## src/rtl/gfx_sp_file_arbiter.sv

```systemverilog
// Shares the vector register file's single read and single write port between two
// operand-fetch requesters (round-robin) and two writeback sources (MEM over ALU).
module gfx_sp_file_arbiter #(
  parameter int RD_LAT = 3,
  parameter int REG_W  = 5,
  parameter int DATA_W = 128
) (
  input  logic              clk,
  input  logic              rst_n,
  input  logic              rd_a_valid,
  input  logic [REG_W-1:0]  rd_a_reg,
  output logic              rd_a_ready,
  output logic              rd_a_done,
  input  logic              rd_b_valid,
  input  logic [REG_W-1:0]  rd_b_reg,
  output logic              rd_b_ready,
  output logic              rd_b_done,
  output logic [DATA_W-1:0] rd_data,
  input  logic              wb_mem_valid,
  input  logic [REG_W-1:0]  wb_mem_reg,
  input  logic [DATA_W-1:0] wb_mem_data,
  output logic              wb_mem_ready,
  input  logic              wb_alu_valid,
  input  logic [REG_W-1:0]  wb_alu_reg,
  input  logic [DATA_W-1:0] wb_alu_data,
  output logic              wb_alu_ready,
  output logic [REG_W-1:0]  file_rd_reg,
  input  logic [DATA_W-1:0] file_rd_data,
  output logic              file_wr,
  output logic [REG_W-1:0]  file_wr_reg,
  output logic [DATA_W-1:0] file_wr_data
);

  logic              last_b_q, last_b_d;
  logic [RD_LAT-1:0] tag_vld_q, tag_vld_d;
  logic [RD_LAT-1:0] tag_id_q, tag_id_d;
  logic              a_elig, b_elig;
  logic              grant_a, grant_b;

  always_comb begin
    wb_mem_ready = rst_n & wb_mem_valid;
    wb_alu_ready = rst_n & wb_alu_valid & ~wb_mem_valid;
    file_wr      = rst_n & (wb_mem_valid | wb_alu_valid);
    file_wr_reg  = wb_mem_valid ? wb_mem_reg  : wb_alu_reg;
    file_wr_data = wb_mem_valid ? wb_mem_data : wb_alu_data;
  end

  // A read of the register being written this cycle waits one cycle so it
  // samples the committed value.
  always_comb begin
    a_elig  = rst_n & rd_a_valid & ~(file_wr & (rd_a_reg == file_wr_reg));
    b_elig  = rst_n & rd_b_valid & ~(file_wr & (rd_b_reg == file_wr_reg));
    grant_a = a_elig & (~b_elig | last_b_q);
    grant_b = b_elig & (~a_elig | ~last_b_q);
    rd_a_ready  = grant_a;
    rd_b_ready  = grant_b;
    file_rd_reg = grant_b ? rd_b_reg : rd_a_reg;
    last_b_d = last_b_q;
    if (grant_b) begin
      last_b_d = 1'b1;
    end else if (grant_a) begin
      last_b_d = 1'b0;
    end
  end

  always_comb begin
    tag_vld_d    = tag_vld_q;
    tag_id_d     = tag_id_q;
    tag_vld_d[0] = grant_a | grant_b;
    tag_id_d[0]  = grant_b;
  end

  genvar gi;
  generate
    for (gi = 1; gi < RD_LAT; gi++) begin : g_tag_shift
      always_ff @(posedge clk or negedge rst_n) begin
        if (!rst_n) begin
          tag_vld_q[gi] <= 1'b0;
          tag_id_q[gi]  <= 1'b0;
        end else begin
          tag_vld_q[gi] <= tag_vld_q[gi-1];
          tag_id_q[gi]  <= tag_id_q[gi-1];
        end
      end
    end
  endgenerate

  always_ff @(posedge clk or negedge rst_n) begin
    if (!rst_n) begin
      last_b_q     <= 1'b1;
      tag_vld_q[0] <= 1'b0;
      tag_id_q[0]  <= 1'b0;
    end else begin
      last_b_q     <= last_b_d;
      tag_vld_q[0] <= tag_vld_d[0];
      tag_id_q[0]  <= tag_id_d[0];
    end
  end

  assign rd_a_done = tag_vld_q[RD_LAT-1] & ~tag_id_q[RD_LAT-1];
  assign rd_b_done = tag_vld_q[RD_LAT-1] &  tag_id_q[RD_LAT-1];
  assign rd_data   = file_rd_data;

endmodule

```

## config.mk

```make
export PLATFORM = sky130hd
export DESIGN_NAME = gfx_sp_file_arbiter
export DESIGN_NICKNAME = d
export VERILOG_FILES = /design/src/rtl/gfx_sp_file_arbiter.sv
export SDC_FILE = /design/constraint.sdc
export NUM_CORES = 1
export LEC_CHECK = 0
export BUFFER_PORTS_ARGS = -buffer_cell sky130_fd_sc_hd__buf_2
export CORE_AREA = 2 2 266 268
export CTS_BUF_LIST = sky130_fd_sc_hd__clkbuf_8
export CTS_CLUSTER_DIAMETER = 60
export DETAILED_ROUTE_END_ITERATION = 16
export DIE_AREA = 0 0 268 270
export GPL_TIMING_DRIVEN = 0
export PLACE_DENSITY = 0.3
export SLEW_MARGIN = 10
export SYNTH_ARGS = -nofsm -noshare
export SYNTH_HDL_FRONTEND = slang
export SYNTH_SLANG_ARGS = --single-unit
export TNS_END_PERCENT = 100
```

## constraint.sdc

```tcl
create_clock -name clk -period 2 [get_ports clk]
set_input_delay 0.2 -clock clk [delete_from_list [all_inputs] [get_ports clk]]
set_output_delay 0.2 -clock clk [all_outputs]
set_load 0.02 [all_outputs]
```

Word-level counts from Yosys, hierarchy flattened
Index checks and enable logic that the tools add are counted.
{"block": "word_totals", "latchBits": 0, "romBits": 0, "mem_count": 0, "inputBits": 410, "ramBits": 0, "word_cells": 40, "ff_bits": 7, "out_inout_bits": 273}
{"block": "op_classes", "order_cmp": 0, "n_mux": 5, "div": 0, "bitwise_logic": 25, "n_reduce_logical": 1, "multipliers": 0, "eq_ne": 2, "n_shift": 0, "addsub": 0}
{"cell": "128-bit 2-to-1 mux", "count": 1}
{"cell": "1-bit bitwise AND", "count": 14}
{"cell": "5-bit == test", "count": 2}
{"cell": "5-bit 2-to-1 mux", "count": 2}
{"cell": "1-bit NOT", "count": 7}
{"cell": "1-bit bitwise OR", "count": 4}
{"cell": "1-bit 2-to-1 mux", "count": 2}
{"cell": "2-bit nonzero test", "count": 1}

Depth between registers and ports, before layout
{"block": "depth", "ltp_word": 10, "mapped_depth": 8, "depth_no_buf": 6}

Worst setup path after synthesis
No wires, ideal clock.
{"block": "synth_path", "kind": "input -> output", "startpoint": "input port wb_mem_valid", "endpoint": "output port file_rd_reg[0]", "required_ns": 1.800, "arrival_time_ns": 1.893, "n_path_buf": 1, "slack_ns": -0.093, "stages": 7, "cell_sequence": "buf_6 mux2_2 xor2_1 nor4_2 a21boi_2 a21boi_4 mux2_4"}
{"block": "synth_between", "elab_chain_len": 9, "word_cells_on_any_way": 15, "classes_between": "eq/ne: 2; mux: 2; bitwise: 11"}
{"element": "from (decl)", "line_no": "19", "text": "input logic wb_mem_valid,"}
{"element": "5-bit 2-to-1 mux *", "line_no": "44", "text": "file_wr_reg = wb_mem_valid ? wb_mem_reg : wb_alu_reg;"}
{"element": "net file_wr_reg[1]", "line_no": "30", "text": "output logic [REG_W-1:0] file_wr_reg,"}
{"element": "5-bit == test", "line_no": "51", "text": "a_elig = rst_n & rd_a_valid & ~(file_wr & (rd_a_reg == file_wr_reg));"}
{"element": "1-bit bitwise AND", "line_no": "51"}
{"element": "1-bit NOT", "line_no": "51"}
{"element": "1-bit bitwise AND", "line_no": "51"}
{"element": "1-bit NOT", "line_no": "54", "text": "grant_b = b_elig & (~a_elig | ~last_b_q);"}
{"element": "1-bit bitwise OR", "line_no": "54"}
{"element": "1-bit bitwise AND *", "line_no": "54"}
{"element": "net rd_b_ready", "line_no": "16", "text": "output logic rd_b_ready,"}
{"element": "5-bit 2-to-1 mux *", "line_no": "57", "text": "file_rd_reg = grant_b ? rd_b_reg : rd_a_reg;"}
{"element": "to (decl)", "line_no": "27", "text": "output logic [REG_W-1:0] file_rd_reg,"}
The timed path passes the listed nets; every way through them passes the cells marked *.

Worst setup path in the final report
{"block": "layout_path", "startpoint": "input port wb_mem_valid", "endpoint": "output port file_rd_reg[2]"}
{"block": "layout_between", "elab_chain_len": 9, "word_cells_on_any_way": 15, "classes_between": "eq/ne: 2; mux: 2; bitwise: 11"}
{"element": "5-bit 2-to-1 mux or 1-bit bitwise OR (tied branches)", "line_no": "44, 43"}
{"element": "5-bit == test or 1-bit bitwise AND (tied branches)", "line_no": "51, 43"}
{"element": "1-bit bitwise AND", "line_no": "51"}
{"element": "1-bit NOT", "line_no": "51"}
{"element": "1-bit bitwise AND", "line_no": "51"}
{"element": "1-bit NOT", "line_no": "54"}
{"element": "1-bit bitwise OR", "line_no": "54"}
{"element": "1-bit bitwise AND *", "line_no": "54"}
{"element": "5-bit 2-to-1 mux *", "line_no": "57"}
Mark *: on every way between the ends. The rest lies on a longest branch, timed or not.

==> flow_summary.json <==
{
  "path_clk_slew_ns": 0.04,
  "violations": "negative setup slack",
  "overflow": 0,
  "cts.sinks": 7,
  "nNetsFinal": 1306,
  "fp.dieW_um": 268,
  "ys_ff_latch": 7,
  "dp_hpwl_um": 19180,
  "place_area_um2": 7062,
  "antenna_left": 0,
  "grt_max_degree": 11,
  "synth_area_per_cell_um2": 9.350,
  "layout-drive-gt1-share_pct": 94.75,
  "antenna_found_initial": 0,
  "critPathCaptureType": "output port",
  "drcViolationCount": 0,
  "layout_min_cycle_time_ns": 2.114,
  "cap_violations": 0,
  "crit_top_cell": "buf_12",
  "crit_arrival_ns": 1.91,
  "placed_cells": 1825,
  "post-place-ws_ns": -0.7501,
  "synth_flop_cell": "dfrtp_1",
  "worst_hold_slack_ns": 0.2790,
  "slowest_stage": "nor4_2",
  "total_leakage_power_nw": 3.723,
  "num_io_pins": 683,
  "portBuffers": 553,
  "synth_cell_types": 31,
  "powerDensity_nw_per_um2": 300.7,
  "fin_area_um2": 7266,
  "multi_input_area_um2": 1908,
  "crit_path_max_incr_delay_ns": 0.32,
  "diodes": 0,
  "cts_max_path_buffers": 2,
  "relSlewSlack_pct": 59.26,
  "yosysMostFrequentCell": "mux2_2",
  "core_area_um2": 69540,
  "grt_pass1_wl_um": 27250,
  "maxSlewViolCount": 0,
  "wl_per_cell_um": 11.19,
  "vias": 4389,
  "setup_ws_ns": -0.1135,
  "yosysWarnings": 0,
  "crit_type": "input port to output port",
  "wirelength_um": 20530,
  "cts_root_buffer": "clkbuf_8",
  "stdcell_count": 1835,
  "fin_skew_ns": 0.001098,
  "place_congestion": 0.9017,
  "die_y_um": 270,
  "synth_top_cell_area_share_pct": 47.16,
  "synth_edf_count": 0,
  "worst_pin_slew_ns": 0.6111,
  "cts_htree_levels": 1,
  "regArea_um2": 176.4,
  "ys_seq_area_share_pct": 5.683,
  "syn_nets": 742,
  "synth.cell_area_um2": 3104,
  "firstDrtPassIters": 4,
  "area_growth_pct": 134.1,
  "avgViaCountPerCell": 2.392,
  "cts_tree": "yes",
  "yosys-top-cells-area": "mux2_2 47%, buf_4 31%, dfrtp_1 4.8%",
  "cp_max_fo": 7,
  "numCtsBuffers": 3,
  "required_ns": 1.80,
  "dieArea_um2": 72360,
  "netlist_instances": 332,
  "start_util_pct": 4.464,
  "grt_usage_pct": 4.969,
  "peakVddDrop_v": 0.0002335,
  "period_share_pct": 105.7,
  "fill_cells": 8142,
  "finalSetupViolations": 5,
  "hold_viol": 0,
  "yosys.area.top_type": "mux2_2",
  "worstHoldPathType": "input port to flip-flop",
  "status": "finished, violations left",
  "clkLatencyLatePin_ns": 0.22,
  "num_rows": 97,
  "fmax_ghz": 0.4731,
  "critPathLaunchType": "input port",
  "async_reset_ff_share_pct": 100.0,
  "rsz0062_at_grt": "true",
  "synthTopCellsByCount": "130 x mux2_2, 128 x buf_4, 10 x clkbuf_1, 8 x xnor2_1",
  "drt_iter0_markers": 72,
  "crit_chain": "buf_12, mux2i_4, xnor2_2, nor4_2, a21boi_2, a21boi_4, buf_12, mux2_4, buf_6",
  "grt_pass1_vias": 4399
}
[kinds of logic (layout without fill, tap and decap cells)]
logic type	Yosys count	count (layout)	share of synthesized area (%)
AND/OR/NAND/NOR	15	15	2.862
XOR/XNOR	9	9	2.539
buffers and inverters	150	713	33.90
flip-flops	7	7	5.683
AO/OA/AOI/OAI	13	13	3.547
multiplexers	138	138	51.47
[layout by cell type (no fill, tap or decap)]
cell	n
buf_12	2
buf_4	131
o21ai_0	1
and2_4	1
mux2i_4	3
nor2_1	1
buf_1	3
nor2b_1	2
a21o_1	1
dfstp_2	1
and2_1	3
dfrtp_1	6
o221ai_1	1
buf_6	7
dlygate4sd3_1	2
nor3b_2	1
mux2_2	129
xnor2_1	7
clkbuf_2	9
a21oi_1	3
xnor2_2	1
o21a_1	2
o22ai_1	1
and3b_1	1
nor4_2	1
a21boi_2	1
buf_2	547
a221oi_2	1
xor2_1	1
a21boi_4	1
inv_1	7
nand2_1	5
a211oi_2	1
clkbuf_8	4
mux2_4	6
clkbuf_4	1
[power by group]
part	leakage [nW]	total (mW)	switching [mW]	internal [mW]
registers	0.0872	0.169	0.00957	0.160
clock network	0.0269	0.184	0.0524	0.132
logic	3.61	1.83	0.956	0.875
[through the flow]
stage	util [%]	power, mW	TNS (ns)
global route	10.45	2.323	-1.251
global placement	10.15	1.991	-105.82
CTS	10.42	2.217	-0.7636
finish	10.45	2.185	-0.5344
floorplan	-	1.233	-0.001315
detailed placement	10.15	1.980	-56.64
[worst max-delay path: cells and delay by family]
kind | cells | cell delay (ns)
AO/OA/AOI/OAI | 2 | 0.31
XOR/XNOR | 1 | 0.10
buffers and inverters | 3 | 0.38
multiplexers | 2 | 0.59
AND/OR/NAND/NOR | 1 | 0.32
[sequential cells by signal, summed over array words and instances (netlist names)]
| name | cells |
|---|---|
| tag_id_d | 2 |
| tag_vld_d | 2 |
| last_b_q | 1 |
| tag_id_q | 1 |
| tag_vld_q | 1 |
[routing by layer]
metal	vias up	track usage [%]	part of all wire, %
li1	2136	-	-
met3	10	1.286	10
met4	0	0.4410	0.80
met1	1938	5.471	36
met2	305	9.701	53
met5	-	0	0
[final timing paths]
check	start	to	slack, ns	cells after the start
max	wb_mem_valid	file_rd_reg[2]	-0.11	9
min	rd_b_valid	tag_vld_q[0]	0.28	3
max reg2reg	last_b_q	tag_id_q[0]	0.99	3
min reg2reg	tag_id_q[0]	tag_id_d[1]	0.35	0
max in group asynchronous	rst_n	tag_id_q[0]	1.30	2
min in group asynchronous	rst_n	tag_vld_d[2]	0.49	2
[area by class of cell]
class / count / share of cell area, %
Timing Repair Buffer: 559 / 39.47
Multi-Input combinational cell: 175 / 26.26
Tap cell: 940 / 16.19
Buffer: 144 / 14.72
Sequential cell: 7 / 2.428
Clock buffer: 3 / 0.5683
Inverter: 6 / 0.3100
Clock inverter: 1 / 0.05166
[what timing repair did]
item                       4_1_cts  5_1_grt
pin swaps                        1        0
hold buffers                     2        0
gates resized for setup         26        8
setup buffers                    4        0
setup endpoints to repair      110       10
hold endpoints to repair         6        0
Power figures use the tool's default switching activity.
